### config.mk
export PLATFORM = sky130hd
export DESIGN_NAME = uart_tx_ctrl_flat
export DESIGN_NICKNAME = d
export VERILOG_FILES = /design/src/rtl/uart_tx_ctrl_if.sv /design/src/rtl/uart_tx_ctrl.sv /design/src/flat_wrapper.sv
export SDC_FILE = /design/constraint.sdc
export NUM_CORES = 1
export LEC_CHECK = 0
export CAP_MARGIN = 15
export CORE_ASPECT_RATIO = 0.7
export CORE_MARGIN = 1
export CORE_UTILIZATION = 45
export CTS_CLUSTER_SIZE = 12
export DETAILED_ROUTE_END_ITERATION = 16
export GPL_TIMING_DRIVEN = 1
export PLACE_DENSITY = 0.8
export SLEW_MARGIN = 10
export SYNTH_ARGS = -nofsm -noshare
export SYNTH_HDL_FRONTEND = slang
export SYNTH_SLANG_ARGS = --single-unit
### constraint.sdc
create_clock -name clk -period 2.3 [get_ports clk]
set_clock_uncertainty 0.05 [all_clocks]
set_input_delay 0.69 -clock clk [delete_from_list [all_inputs] [get_ports clk]]
set_output_delay 0.69 -clock clk [all_outputs]
set_load 0.1 [all_outputs]
### src/rtl/uart_tx_ctrl_if.sv
// rtl/uart_tx_ctrl_if.sv - host-side TX word handshake bundle
interface uart_tx_ctrl_if #(
  parameter int DATA_BITS = 8
);
  logic [DATA_BITS-1:0] tx_data;
  logic                 tx_valid;
  logic                 tx_ready;

  modport master (output tx_data, output tx_valid, input tx_ready);
  modport slave  (input tx_data, input tx_valid, output tx_ready);
endinterface

### src/rtl/uart_tx_ctrl.sv
// rtl/uart_tx_ctrl.sv - UART TX sequencer driving an external LSB-first shift register
module uart_tx_ctrl #(
  parameter int CLKS_PER_BIT = 16,
  parameter int DATA_BITS    = 8,
  parameter int PARITY_EN    = 0,
  parameter int PARITY_ODD   = 0,
  parameter int STOP_BITS    = 1
) (
  input  logic                 clk,
  input  logic                 rst_n,
  uart_tx_ctrl_if.slave        host,
  output logic                 sr_load,
  output logic [DATA_BITS-1:0] sr_data_p,
  output logic                 sr_shift,
  input  logic                 sr_bit,
  output logic                 tx,
  output logic                 busy
);
  localparam int BAUD_W = $clog2(CLKS_PER_BIT);
  localparam int BIT_W  = $clog2(DATA_BITS + 1);
  localparam logic [BAUD_W-1:0] BAUD_LAST = BAUD_W'(CLKS_PER_BIT - 1);
  localparam logic [BIT_W-1:0]  DATA_LAST = BIT_W'(DATA_BITS - 1);
  localparam logic [BIT_W-1:0]  STOP_LAST = BIT_W'(STOP_BITS - 1);

  typedef enum logic [2:0] {S_IDLE, S_START, S_DATA, S_PARITY, S_STOP} state_t;

  state_t              state_q, state_d;
  logic [BAUD_W-1:0]   baud_q, baud_d;
  logic [BIT_W-1:0]    bit_q, bit_d;
  logic                ready_q, ready_d;
  logic                parity_q, parity_d;
  logic                accept;
  logic                bit_end;

  assign accept  = host.tx_valid && ready_q;
  assign bit_end = (baud_q == BAUD_LAST);

  always_ff @(posedge clk or negedge rst_n) begin
    if (!rst_n) begin
      state_q  <= S_IDLE;
      baud_q   <= '0;
      bit_q    <= '0;
      ready_q  <= 1'b0;
      parity_q <= 1'b0;
    end else begin
      state_q  <= state_d;
      baud_q   <= baud_d;
      bit_q    <= bit_d;
      ready_q  <= ready_d;
      parity_q <= parity_d;
    end
  end

  always_comb begin
    state_d = state_q;
    case (state_q)
      S_IDLE:   if (accept) state_d = S_START;
      S_START:  if (bit_end) state_d = S_DATA;
      S_DATA:   if (bit_end && bit_q == DATA_LAST) state_d = (PARITY_EN != 0) ? S_PARITY : S_STOP;
      S_PARITY: if (bit_end) state_d = S_STOP;
      S_STOP:   if (bit_end && bit_q == STOP_LAST) state_d = S_IDLE;
      default:  state_d = S_IDLE;
    endcase

    // Both counters restart on every state change so each state times itself from zero.
    baud_d = baud_q;
    bit_d  = bit_q;
    if (state_d != state_q) begin
      baud_d = '0;
      bit_d  = '0;
    end else if (state_q != S_IDLE) begin
      baud_d = bit_end ? '0 : baud_q + 1'b1;
      if (bit_end && (state_q == S_DATA || state_q == S_STOP)) bit_d = bit_q + 1'b1;
    end

    ready_d  = (state_q == S_IDLE) && !accept;
    parity_d = accept ? ((^host.tx_data) ^ (PARITY_ODD != 0)) : parity_q;
  end

  always_comb begin
    tx = 1'b1;
    case (state_q)
      S_START:  tx = 1'b0;
      S_DATA:   tx = sr_bit;
      S_PARITY: tx = parity_q;
      default:  tx = 1'b1;
    endcase
    busy     = (state_q != S_IDLE);
    sr_shift = (state_q == S_DATA) && bit_end;
    sr_load  = accept;
  end

  assign sr_data_p     = host.tx_data;
  assign host.tx_ready = ready_q;
endmodule

### src/flat_wrapper.sv
// flat-port wrapper written by rule: the top's interface ports become plain ports
module uart_tx_ctrl_flat 
#(
  parameter int CLKS_PER_BIT = 16,
  parameter int DATA_BITS    = 8,
  parameter int PARITY_EN    = 0,
  parameter int PARITY_ODD   = 0,
  parameter int STOP_BITS    = 1
)
  (clk, rst_n, sr_load, sr_data_p, sr_shift, sr_bit, tx, busy, host_tx_data, host_tx_valid, host_tx_ready);
  uart_tx_ctrl_if #(.DATA_BITS(DATA_BITS)) host_i ();
  input  logic clk;
  input  logic rst_n;
  output logic sr_load;
  output logic [DATA_BITS-1:0] sr_data_p;
  output logic sr_shift;
  input  logic sr_bit;
  output logic tx;
  output logic busy;
  input wire logic [$bits(host_i.tx_data)-1:0] host_tx_data;
  input wire logic [$bits(host_i.tx_valid)-1:0] host_tx_valid;
  output wire logic [$bits(host_i.tx_ready)-1:0] host_tx_ready;
  assign host_i.tx_data = host_tx_data;
  assign host_i.tx_valid = host_tx_valid;
  assign host_tx_ready = host_i.tx_ready;
  uart_tx_ctrl #(.CLKS_PER_BIT(CLKS_PER_BIT), .DATA_BITS(DATA_BITS), .PARITY_EN(PARITY_EN), .PARITY_ODD(PARITY_ODD), .STOP_BITS(STOP_BITS)) u_core (.clk(clk), .rst_n(rst_n), .host(host_i), .sr_load(sr_load), .sr_data_p(sr_data_p), .sr_shift(sr_shift), .sr_bit(sr_bit), .tx(tx), .busy(busy));
endmodule
# Word level (Yosys, flattened, before mapping)
# Index checks and enable logic that the tools add are counted.
dict set report word_totals {
  wordCells 42
  output_inout_bits 13
  input_bits 12
  register_bits 13
}
dict set report op_classes {
  eq_ne 7
  mux 13
  add_sub_neg 2
  n_reduce_logical 15
}
# cell count
set ops {}
lappend ops {{$mux 4} 6}
lappend ops {{$mux 3} 5}
lappend ops {{$pmux 3 s5} 1}
lappend ops {{$add 4x1->4 const B} 2}
lappend ops {{$reduce_xor 8->1} 1}
lappend ops {{$eq 3x2->1 const B} 2}
lappend ops {{$logic_and 1x1->1} 6}
lappend ops {{$eq 4x3->1 const B} 1}
lappend ops {{$eq 4x4->1 const B} 1}
lappend ops {{$logic_not 4->1} 1}
lappend ops {{$reduce_bool 2->1} 2}
lappend ops {{$eq 3x1->1 const B} 1}
lappend ops {{$eq 3x3->1 const B} 1}
lappend ops {{$logic_not 3->1} 1}
lappend ops {{$ne 3x3->1} 1}
lappend ops {{$pmux 1 s3} 1}
lappend ops {{$reduce_bool 3->1} 1}
lappend ops {{$reduce_and 2->1} 1}
lappend ops {{$logic_not 1->1} 1}
lappend ops {{$logic_or 1x1->1} 1}

# Logic depth before layout (Yosys ltp)
# Gate-level depths: netlist (run 1).
dict set report logic_depth {
  depth_word 7
  ltp_mapped 6
  mapped_depth_nobuf 5
}

# Least setup slack after synthesis (run 1)
# No wires, ideal clock.
dict set report synth_path {
  kind {register to output}
  start {register u_core.baud_q[0]}
  end {output port sr_shift}
  path_stages_with_launch 4
  t_required_ns 1.560
  n_path_buf 0
  path_slack_ns -1.303
  arrival_ns 2.863
  cell_sequence {dfrtp_1 -> ha_1 -> nand3_4 -> nor3_1}
}
dict set report synth_between {
  elab_chain_len 2
}
# element line_no
set synth_rtl {}
lappend synth_rtl {{start: declaration} uart_tx_ctrl.sv:28} ;# logic [BAUD_W-1:0] baud_q, baud_d;
lappend synth_rtl {{start signal: assignment} uart_tx_ctrl.sv:47} ;# baud_q <= baud_d;
lappend synth_rtl {{$eq 4x4->1} uart_tx_ctrl.sv:36} ;# assign bit_end = (baud_q == BAUD_LAST);
lappend synth_rtl {{$logic_and 1x1->1} uart_tx_ctrl.sv:89} ;# sr_shift = (state_q == S_DATA) && bit_end;
lappend synth_rtl {{end: declaration} flat_wrapper.sv:16} ;# output logic sr_shift;
# Every way passes these cells.

# Final worst setup path (run 1)
dict set report layout_path {
  start {input port host_tx_valid}
  end {output port sr_load}
}
dict set report layout_between {
  elab_chain_len 1
}
# element line_no
set layout_rtl {}
lappend layout_rtl {{start: declaration} flat_wrapper.sv:21} ;# input wire logic [$bits(host_i.tx_valid)-1:0] host_tx_valid;
lappend layout_rtl {{$logic_and 1x1->1} uart_tx_ctrl.sv:35} ;# assign accept = host.tx_valid && ready_q;
lappend layout_rtl {{end: declaration} flat_wrapper.sv:14} ;# output logic sr_load;
# Every way passes these cells.

==> impl_metrics.json, run 1 <==
{
  "irDropWorstVdd_v": 0.0008299,
  "crit_chain": "clkdlybuf4s50_1 > and2_1 > buf_12",
  "hold_path.class": "reg2reg",
  "setup_viol": 0,
  "layout-drive-gt1-share_pct": 31.86,
  "die-height_um": 39.18,
  "cpMaxStageDelayCell": "clkdlybuf4s50_1",
  "fin_tns_setup_ns": 0,
  "syn_nets": 108,
  "cp_top_family": "buffers and inverters",
  "syn_area_per_cell_um2": 9.552,
  "worstPathRequired_ns": 1.56,
  "layout.nets": 129,
  "post_cts_buffers": 0,
  "cts_made_buffers": 3,
  "synthFlopType": "dfrtp_1",
  "cp-end-kind": "primary output",
  "synthArstFlopShare_pct": 100.0,
  "ys_warn_count": 0,
  "grt_pass1_vias": 660,
  "hold_ws_ns": 0.4796,
  "synth_edf_count": 0,
  "arrival_ns": 1.53,
  "yosys.area.top_type": "dfrtp_1",
  "wl_mm": 1.815,
  "post-route-min-period_ns": 2.268,
  "grt.overflow.total": 0,
  "drc_errors": 0,
  "drv_cap": 0,
  "fin_crit_sh_pct": 98.63,
  "dp_hpwl_mm": 1.447,
  "cp_max_fo": 2,
  "htreeDepth": 1,
  "rsz0062_at_grt": "false",
  "drt_iter0_drc": 20,
  "cts_buffer_depth": 2,
  "p_leak_uw": 0.0005272,
  "std_cell_rows": 13,
  "cts_tree": "done",
  "synth_cells": 93,
  "grt_pass1_wl_mm": 2.780,
  "ys_types": 32,
  "synthesis.area_um2": 888.4,
  "cts_num_sinks": 13,
  "report.power.total_uw": 1451,
  "grt_max_degree": 14,
  "cts_root_buf": "clkbuf_4",
  "worst_slew_pin_slew_ns": 0.5898,
  "setup_ws_ns": 0.03159,
  "vias": 708,
  "post_drt_wl_per_cell_um": 13.44,
  "syn2layout_area_growth_pct": 43.38,
  "worst-path-buf-inv": 2,
  "final_common_cell": "buf_12",
  "netlist_top_cells_area": "dfrtp_1 (37%), xnor2_1 (9.9%), buf_4 (7.6%)",
  "yosysTopAreaCellShare_pct": 36.62,
  "place_ws_ns": -0.1165,
  "power_per_cell_area_nw_per_um2": 1139,
  "use_met3_pct": 4.314,
  "relSlewSlack_pct": 60.56,
  "worstSetupPathType": "in2out",
  "slew_viol_final": 0,
  "die_area_um2": 2159,
  "grtUsageTotal_pct": 19.02,
  "synth-seq-cells": 13,
  "status": "complete, no violations",
  "slowest_delay_ns": 0.45,
  "antenna_found_initial": 0,
  "top_usage_layer": "met2",
  "postRouteAntennaNets": 0,
  "placed_area_um2": 1232,
  "numPortBuffers": 24,
  "start_util_pct": 47.91,
  "clk_latency_ns": 0.28,
  "hold_viol": 0,
  "cp-start-kind": "primary input",
  "final_cell_mix": "buf_12 (12), nor2_1 (11), dfrtp_1 (11)",
  "gp_congestion": 0.8304,
  "grt_use_met2_pct": 33.13,
  "ios": 25,
  "ys_seq_area_share_pct": 36.62,
  "met1_usage_pct": 21.78,
  "fp.coreArea_um2": 1854,
  "final_area_um2": 1274,
  "die_w_um": 55.11,
  "dr.pass1.iters": 5,
  "fmax_mhz": 440.8,
  "antenna_cells": 0,
  "cts.reportedPaths.clkPinSlew_ns": 0.07,
  "viasPerCell": 5.244
}
-- worst min-delay path, stage by stage, from the launching register on --
cell and delay (ns):
dfrtp_1 0.35, nor2_1 0.05, a21oi_1 0.10
-- routing by layer --
layer / vias to the layer above / share of wire, %
li1: 344 / -
met1: 333 / 40
met2: 26 / 51
met3: 5 / 6.2
met4: 0 / 2.5
met5: - / 0
-- layout make-up --
cell class              count  area (um^2)
clock buffers               4        26.28
fillers                   141        580.6
inverters                   4        15.01
multi-input cells          65        498.0
flip-flops and latches     13        327.8
well taps                  22        27.53
repair buffers             27        379.1
-- flip-flops by register name (all words and copies together), names as in the netlist --
signal / count
u_core.state_q: 3
u_core.baud_q: 4
u_core.bit_q: 4
u_core.host.tx_ready: 1
u_core.parity_q: 1
-- cells by family after synthesis --
group	Yosys count	share of synthesized area, %
simple gates	36	24.79
compound gates	13	10.28
buf+inv	15	10.28
flops	13	36.62
xor+xnor	12	12.68
mux	1	1.127
fa+ha+maj	3	4.226
-- where the power goes --
group / internal, uW / switching [uW] / total (uW)
logic: 332 / 575 / 907
registers: 304 / 103 / 407
clock network: 67.3 / 69.8 / 137
-- final timing paths --
check	from	end	depth (start not counted)	slack [ns]
max	host_tx_valid	sr_load	3	0.03
min reg2reg	u_core.parity_q$_DFFE_PN0P_	u_core.parity_q$_DFFE_PN0P_	2	0.48
max in group asynchronous	rst_n	u_core.baud_q[0]$_DFFE_PN0P_	1	1.05
min in group asynchronous	rst_n	u_core.parity_q$_DFFE_PN0P_	1	0.73
max reg2reg	u_core.baud_q[0]$_DFFE_PN0P_	u_core.baud_q[3]$_DFFE_PN0P_	5	0.49
min	u_core.parity_q$_DFFE_PN0P_	u_core.parity_q$_DFFE_PN0P_	2	0.48
-- synth_stat cells, types with 2 or more instances --
library cell	instances
dfrtp_1	13
nor2_1	11
nand2_1	10
xnor2_1	10
buf_4	9
a21oi_1	6
ha_1	3
inv_1	3
nor2_2	2
nor3_1	2
nor3_2	2
o21ai_1	2
-- stage by stage --
step / utilization, % / std cells
after floorplan: - / 93
after global placement: 66.46 / 131
after detailed placement: 66.46 / 131
after CTS: 68.08 / 135
after global routing: 68.69 / 135
final: 68.69 / 135
-- repair_timing --
action | CTS | global route
resized for setup | 3 | 2
setup endpoints to repair | 2 | 1
pin swaps | 1 | 0
hold buffers | 0 | 0
(Power assumes the default switching activity.)
==> run 2: changes to the inputs <==
--- a/config.mk
+++ b/config.mk
@@ -9,6 +9,7 @@
 export CORE_ASPECT_RATIO = 0.7
 export CORE_MARGIN = 1
 export CORE_UTILIZATION = 45
+export CTS_BUF_LIST = sky130_fd_sc_hd__clkbuf_8
 export CTS_CLUSTER_SIZE = 12
 export DETAILED_ROUTE_END_ITERATION = 16
 export GPL_TIMING_DRIVEN = 1
==> run 2 against run 1 <==
  * Utilization grew 0.47 points
  * Non-clock buffer count is the same
  * Cell count is the same
  * Global-route usage shrank 0.25 points
  * Via count shrank 0.42%
  * Final area grew 0.69%
  * Clock-buffer cell count shrank 1
  * Critical path depth is the same
  * Critical endpoint unchanged
  * Highest routed layer unchanged
==> impl_metrics.json, run 2 (synthesis results as in run 1) <==
{
  "status": "complete, no violations",
  "worst-path-buf-inv": 2,
  "syn2layout_area_growth_pct": 44.37,
  "viasPerCell": 5.222,
  "wl_mm": 1.757,
  "cts.hold.buffers_added": 0,
  "vias": 705,
  "cpMaxStageDelayCell": "clkdlybuf4s50_1",
  "cts_buffer_depth": 2,
  "post_drt_wl_per_cell_um": 13.01,
  "fillers": 140,
  "power_per_cell_area_nw_per_um2": 1159,
  "ios": 25,
  "hold_ws_ns": 0.4761,
  "cp_top_family": "buffers and inverters",
  "fmax_mhz": 440.8,
  "grt_pass1_vias": 634,
  "numPortBuffers": 24,
  "cts_num_sinks": 13,
  "fp.coreArea_um2": 1854,
  "antenna_cells": 0,
  "cts.reportedPaths.clkPinSlew_ns": 0.05,
  "std_cell_rows": 13,
  "layout-drive-gt1-share_pct": 31.86,
  "grt_max_degree": 14,
  "p_leak_uw": 0.0005376,
  "grt.overflow.total": 0,
  "post_cts_buffers": 0,
  "hold_viol": 0,
  "cts_tree": "done",
  "htreeDepth": 1,
  "start_util_pct": 47.91,
  "drv_cap": 0,
  "grt_pass1_wl_mm": 2.677,
  "setup_viol": 0,
  "cp-end-kind": "primary output",
  "gp_congestion": 0.8304,
  "rsz0062_at_grt": "false",
  "cts_made_buffers": 3,
  "dr.pass1.iters": 4,
  "layout.nets": 129,
  "drt_iter0_drc": 19,
  "cts_root_buf": "clkbuf_8",
  "die-height_um": 39.18,
  "cp-start-kind": "primary input",
  "final_cell_mix": "buf_12 (12), nor2_1 (11), dfrtp_1 (11)",
  "arrival_ns": 1.53,
  "fin_crit_sh_pct": 98.63,
  "cp_max_fo": 2,
  "irDropWorstVdd_v": 0.0008480,
  "regToRegSetupSlack_ns": 0.49,
  "final_common_cell": "buf_12",
  "relSlewSlack_pct": 60.83,
  "antenna_found_initial": 0,
  "top_regs": "u_core.baud_q (4), u_core.bit_q (4), u_core.state_q (3)",
  "die_area_um2": 2159,
  "grtUsageTotal_pct": 18.77,
  "utilization_pct": 69.16,
  "crit_chain": "clkdlybuf4s50_1 > and2_1 > buf_12",
  "dp_hpwl_mm": 1.447,
  "die_w_um": 55.11,
  "clk_latency_ns": 0.24,
  "worst_slew_pin_slew_ns": 0.5857,
  "drc_errors": 0,
  "slowest_delay_ns": 0.45,
  "worstPathRequired_ns": 1.56,
  "worstSetupPathType": "in2out",
  "hold_path.class": "reg2reg",
  "postRouteAntennaNets": 0,
  "post-route-min-period_ns": 2.268,
  "slew_viol_final": 0
}
run 2: cell types whose count changed in the layout (fill, tap and decap cells not counted):
cell,delta
clkbuf_8,+3
ha_4,-1
clkbuf_4,-3
inv_1,+1
ha_2,+1
clkbuf_1,-1
run 2: tightest hold or removal path, stage by stage, from the launching register on:
cell and delay, ns:
dfrtp_1 0.34, nor2_1 0.05, a21oi_1 0.10
run 2: repair_timing:
item	CTS	global route
setup endpoints to repair	1	1
gates cloned	0	0
gates resized for setup	2	2
pin swaps	1	0
run 2: per-layer routing:
| metal | vias up | part of all wire (%) | track usage (%) |
|---|---|---|---|
| met5 | - | 0 | 0 |
| met4 | 0 | 2.2 | 9.375 |
| met3 | 5 | 7.1 | 6.667 |
| met2 | 26 | 50 | 31.93 |
| met1 | 331 | 40 | 20.61 |
| li1 | 343 | - | - |
run 2: report_power, final:
group          switching (uW)  internal (uW)
combinational             572            322
sequential               93.6            305
clock                    76.5            118
run 2: worst paths after layout:
check	startpoint	to	cells after the start
min in group asynchronous	rst_n	u_core.parity_q$_DFFE_PN0P_	1
setup reg to reg	u_core.baud_q[0]$_DFFE_PN0P_	u_core.baud_q[3]$_DFFE_PN0P_	5
setup / recovery	host_tx_valid	sr_load	3
hold / removal	u_core.parity_q$_DFFE_PN0P_	u_core.parity_q$_DFFE_PN0P_	2
hold reg to reg	u_core.parity_q$_DFFE_PN0P_	u_core.parity_q$_DFFE_PN0P_	2
max in group asynchronous	rst_n	u_core.baud_q[0]$_DFFE_PN0P_	1
run 2: layout make-up:
cell class	instances	area, um^2	share of cell area [%]
multi-input cells	65	488.0	38.05
flip-flops and latches	13	327.8	25.56
well taps	22	27.53	2.146
inverters	4	15.01	1.171
clock buffers	3	41.29	3.220
repair buffers	27	379.1	29.56
clock inverters	1	3.754	0.2927
run 2: metrics by stage:
stage	setup TNS [ns]	setup slack [ns]	cell area (um^2)	cells	power (uW)
2_1_floorplan	-0.02246	-0.02246	902.1	93	1021
3_3_place_gp	-0.1056	-0.1056	1232	131	1254
5_1_grt	0	0.01470	1282	135	1573
6_report	0	0.03155	1282	135	1487
3_5_place_dp	-0.1165	-0.1165	1232	131	1288
4_1_cts	0	0.01504	1279	135	1491
==> run 3: changes to the inputs <==
--- a/config.mk
+++ b/config.mk
@@ -10,7 +10,6 @@
 export CORE_MARGIN = 1
 export CORE_UTILIZATION = 45
 export CTS_BUF_LIST = sky130_fd_sc_hd__clkbuf_8
-export CTS_CLUSTER_SIZE = 12
 export DETAILED_ROUTE_END_ITERATION = 16
 export GPL_TIMING_DRIVEN = 1
 export PLACE_DENSITY = 0.8
==> results of run 3 <==
No change in the layout: final DEF, timing and power equal those of run 2.
